==> config.mk <==
export PLATFORM = sky130hd
export DESIGN_NAME = serial_add_ctrl
export DESIGN_NICKNAME = d
export VERILOG_FILES = /design/src/rtl/serial_add_ctrl.sv
export SDC_FILE = /design/constraint.sdc
export NUM_CORES = 1
export LEC_CHECK = 0
export ABC_CLOCK_PERIOD_IN_PS = 2400
export CAP_MARGIN = 10
export CORE_MARGIN = 3
export CORE_UTILIZATION = 41
export DETAILED_ROUTE_END_ITERATION = 6
export GPL_TIMING_DRIVEN = 0
export PLACE_DENSITY_LB_ADDON = 0.2
export SLEW_MARGIN = 20
export SYNTH_ARGS = -nofsm -noshare
export SYNTH_HDL_FRONTEND = slang
export SYNTH_SLANG_ARGS = --single-unit
==> constraint.sdc <==
create_clock -name clk -period 2.4 [get_ports clk]
set_input_delay 0.72 -clock clk [delete_from_list [all_inputs] [get_ports clk]]
set_output_delay 0.72 -clock clk [all_outputs]
set_load 0.01 [all_outputs]
==> src/rtl/serial_add_ctrl.sv <==
// Bit-serial adder controller: one full-adder slice iterated LSB-first over WIDTH cycles.
// Operands are captured on start; sum/cout/ovf hold from the done cycle until the next accepted start.
module serial_add_ctrl #(
    parameter int WIDTH = 8
) (
    input  logic             clk,
    input  logic             rst_n,
    input  logic             start,
    input  logic [WIDTH-1:0] a,
    input  logic [WIDTH-1:0] b,
    input  logic             cin,
    output logic             busy,
    output logic             done,
    output logic [WIDTH-1:0] sum,
    output logic             cout,
    output logic             ovf
);

    localparam int CW = $clog2(WIDTH) + 1;

    // state | meaning
    // IDLE  | waiting for start; with loaded=1, operands captured, RUN follows
    // RUN   | one sum bit per cycle, WIDTH cycles
    // DONE  | result valid, done pulse
    typedef enum logic [1:0] {
        IDLE = 2'd0,
        RUN  = 2'd1,
        DONE = 2'd2
    } state_t;

    state_t           state;
    state_t           state_nx;
    logic             loaded;
    logic [WIDTH-1:0] a_sh;
    logic [WIDTH-1:0] b_sh;
    logic [WIDTH-1:0] res;
    logic             carry;
    logic [CW-1:0]    cnt;
    logic             cout_q;
    logic             ovf_q;

    logic             accept;
    logic             last_bit;
    logic             sbit;
    logic             cnext;

    assign accept   = (state == IDLE) && !loaded && start;
    assign last_bit = (cnt == CW'(WIDTH - 1));
    assign sbit     = a_sh[0] ^ b_sh[0] ^ carry;
    assign cnext    = (a_sh[0] & b_sh[0]) | (a_sh[0] & carry) | (b_sh[0] & carry);

    always_comb begin
        state_nx = state;
        case (state)
            IDLE:    if (loaded) state_nx = RUN;
            RUN:     if (last_bit) state_nx = DONE;
            DONE:    state_nx = IDLE;
            default: state_nx = IDLE;
        endcase
    end

    always_ff @(posedge clk or negedge rst_n) begin
        if (!rst_n) begin
            state <= IDLE;
        end else begin
            state <= state_nx;
        end
    end

    always_ff @(posedge clk or negedge rst_n) begin
        if (!rst_n) begin
            loaded <= 1'b0;
            a_sh   <= '0;
            b_sh   <= '0;
            res    <= '0;
            carry  <= 1'b0;
            cnt    <= '0;
            cout_q <= 1'b0;
            ovf_q  <= 1'b0;
        end else begin
            loaded <= accept;
            if (accept) begin
                a_sh  <= a;
                b_sh  <= b;
                carry <= cin;
                cnt   <= '0;
            end else if (state == RUN) begin
                a_sh  <= a_sh >> 1;
                b_sh  <= b_sh >> 1;
                res   <= {sbit, res[WIDTH-1:1]};
                carry <= cnext;
                cnt   <= cnt + CW'(1);
                // carry register holds the carry into the MSB on the final bit
                if (last_bit) begin
                    cout_q <= cnext;
                    ovf_q  <= carry ^ cnext;
                end
            end
        end
    end

    assign busy = (state != IDLE) || loaded;
    assign done = (state == DONE);
    assign sum  = res;
    assign cout = cout_q;
    assign ovf  = ovf_q;

endmodule
==> out/qor.csv <==
metric,value,unit
status,completed,
postRouteAntennaNets,0,
fmax,431.8,MHz
holdWs,0.3690,ns
cp-end-kind,output port,
numClockSinks,34,
synth_area_per_cell,12.55,um2
min_period,2.316,ns
cts_buffers,5,
p_leak,0.0009015,uW
layout.filler_cells,312,
drc,0,
clkPwrFrac,16.0,%
start_util,44.56,%
nets,186,
port_buffers,31,
pin_count,32,
wl_per_cell,13.04,um
die_y,67.86,um
layout_common_cells,"dfrtp_1, clkdlybuf4s50_1, nand2_1",
swShare,32.86,%
syn_area,1569,um2
syn_to_final_growth,30.78,%
ys_types,22,
firstDrtPassIters,4,
finalSetupViolations,0,
grt_use_total,14.00,%
synth_warnings,0,
route.vias.total,1003,
postLayoutCellArea,2052,um2
wl,2.751,mm
worstSetupPathType,reg -> out,
drive_above_1_share,18.18,%
num_rows,21,
die-area,4605,um2
reg2reg_depth,3,
place_hpwl,2.062,mm
drv_slew,0,
power_frac_seq,38.8,%
arrival,1.60,ns
first_iter_violations,31,
gp_congestion,0.7428,
clk_path_buf_depth,2,
required,1.68,ns
cp_max_fo,7,
via_per_inst,4.754,
grt_pass1_wl,4.747,mm
grt_overflow_total,0,
antenna_cells,0,
final.setup_skew,0.007569,ns
tightest_slew,0.4231,ns
grt_start_max_net_pins,19,
reg2reg_slack,0.96,ns
powerDensity,1282,nW/um2
ys_seq_area_share,54.23,%
grt_pass1_vias,1086,
cts_tree,built,
switchingPower,864.5,uW
hold_viol_final,0,
intPower,1767,uW
syn-instance-count,125,
worstHoldPathType,in -> async,
cts.clk_slew.worst_paths,0.06,ns
max-slew-margin-rel,71.80,%
regToRegEndpoint,ovf,
h-tree-depth,2,
peakVddDrop,604.6,uV
antenna_found_initial,0,
finalCritPeriodShare,96.49,%
maxCapViolations,0,
worstReg2RegStart,a_sh[0],
placed_cell_area,1959,um2
die_w,67.86,um
grt_setup_unrepaired,false,
synth_nets,147,
root_buffer,clkbuf_8,
fp.coreArea,3521,um2
final_common_cell,dfrtp_1,
clk_latency,0.28,ns
comb_power_share,45.2,%
cp-start-kind,flop,
hold_buffers,0,
ys_ff_latch,34,
[timing repair]
action                                 4_1_cts  5_1_grt
resized for setup                            0        1
setup endpoints to repair                    0        1
buffers inserted                             0        0
endpoints found under the hold margin        0        0
[sequential cells by signal (all words and copies together) (netlist names), 2 cells and up]
| signal | flops |
|---|---|
| a_sh | 8 |
| b_sh | 8 |
| sum | 8 |
| cnt | 4 |
| state | 2 |
[critical path, cell delays in order, from the launching register on]
cell	delay [ns]
dfrtp_2	0.47
or3_1	0.38
clkdlybuf4s50_1	0.48
[cell type report]
type | instances | area (um2) | area share (%)
clock buffers | 7 | 86.33 | 4.207
clock inverters | 1 | 5.005 | 0.2439
multi-input cells | 84 | 619.3 | 30.18
repair buffers | 32 | 332.8 | 16.22
plain buffers | 7 | 98.84 | 4.817
well taps | 46 | 57.56 | 2.805
flip-flops and latches | 34 | 852.1 | 41.52
[through the flow]
step | instances | util (%) | power [uW] | setup WS [ns] | setup TNS, ns
finish | 211 | 58.28 | 2631 | 0.08426 | 0
global route | 211 | 58.28 | 2848 | 0.03134 | 0
CTS | 211 | 58.24 | 2674 | 0.04183 | 0
detailed placement | 203 | 55.65 | 2241 | 0.3430 | 0
global placement | 202 | 55.01 | 2191 | -0.05677 | -1.904
floorplan | 125 | - | 1845 | 0.7993 | 0
[synthesized netlist by cell type]
master	instances	area, um2
nand2_1	20	75.07
mux2i_1	17	170.2
buf_6	3	33.78
fa_1	1	20.02
mux2_2	10	112.6
o21ai_1	17	85.08
o21ai_0	1	5.000
a21oi_1	1	5.000
nor2_1	4	15.01
nand2b_4	1	13.76
nand3b_1	1	7.510
xor2_1	3	26.28
nor4b_4	1	23.77
ha_1	1	12.51
nor3_4	1	16.27
nand3_1	1	5.000
nand2b_1	2	12.51
or3_1	1	6.260
buf_2	1	5.000
buf_12	3	60.06
and2b_1	1	7.510
dfrtp_1	34	850.8
[worst max path at each step]
stage                         from     end  slack [ns]  cells past startpoint
after global routing      state[0]    busy        0.03                      2
after global placement       rst_n  cnt[0]       -0.06                      1
after detailed placement  state[0]    busy        0.34                      2
after CTS                 state[0]    busy        0.04                      2
final                     state[0]    busy        0.08                      2
after floorplan           state[0]    busy        0.80                      1
[kinds of logic (layout without fill, tap and decap cells)]
| family | count (synthesis) | in the layout | share of synthesized area, % |
|---|---|---|---|
| flops | 34 | 34 | 54.23 |
| mux | 27 | 27 | 18.02 |
| buf+inv | 7 | 47 | 6.300 |
| xor+xnor | 3 | 3 | 1.675 |
| compound gates | 19 | 19 | 6.060 |
| simple gates | 33 | 33 | 11.64 |
| fa+ha+maj | 2 | 2 | 2.073 |
[routing by layer]
layer  vias up  GRT usage (%)  share of wire [%]
met4         0          6.203                1.5
met5         -              0                  0
met1       476          15.49                 42
met3         5          3.941                4.9
li1        500              -                  -
met2        22          24.91                 52
[power groups by stage]
| stage | Clock (uW) | Combinational, uW | Sequential, uW |
|---|---|---|---|
| floorplan | 0 | 808 | 1040 |
| global placement | 0 | 1170 | 1020 |
| detailed placement | 0 | 1210 | 1040 |
| CTS | 436 | 1210 | 1020 |
| global route | 470 | 1320 | 1060 |
| finish | 421 | 1190 | 1020 |
No activity file was read; power rests on OpenSTA's default activity.
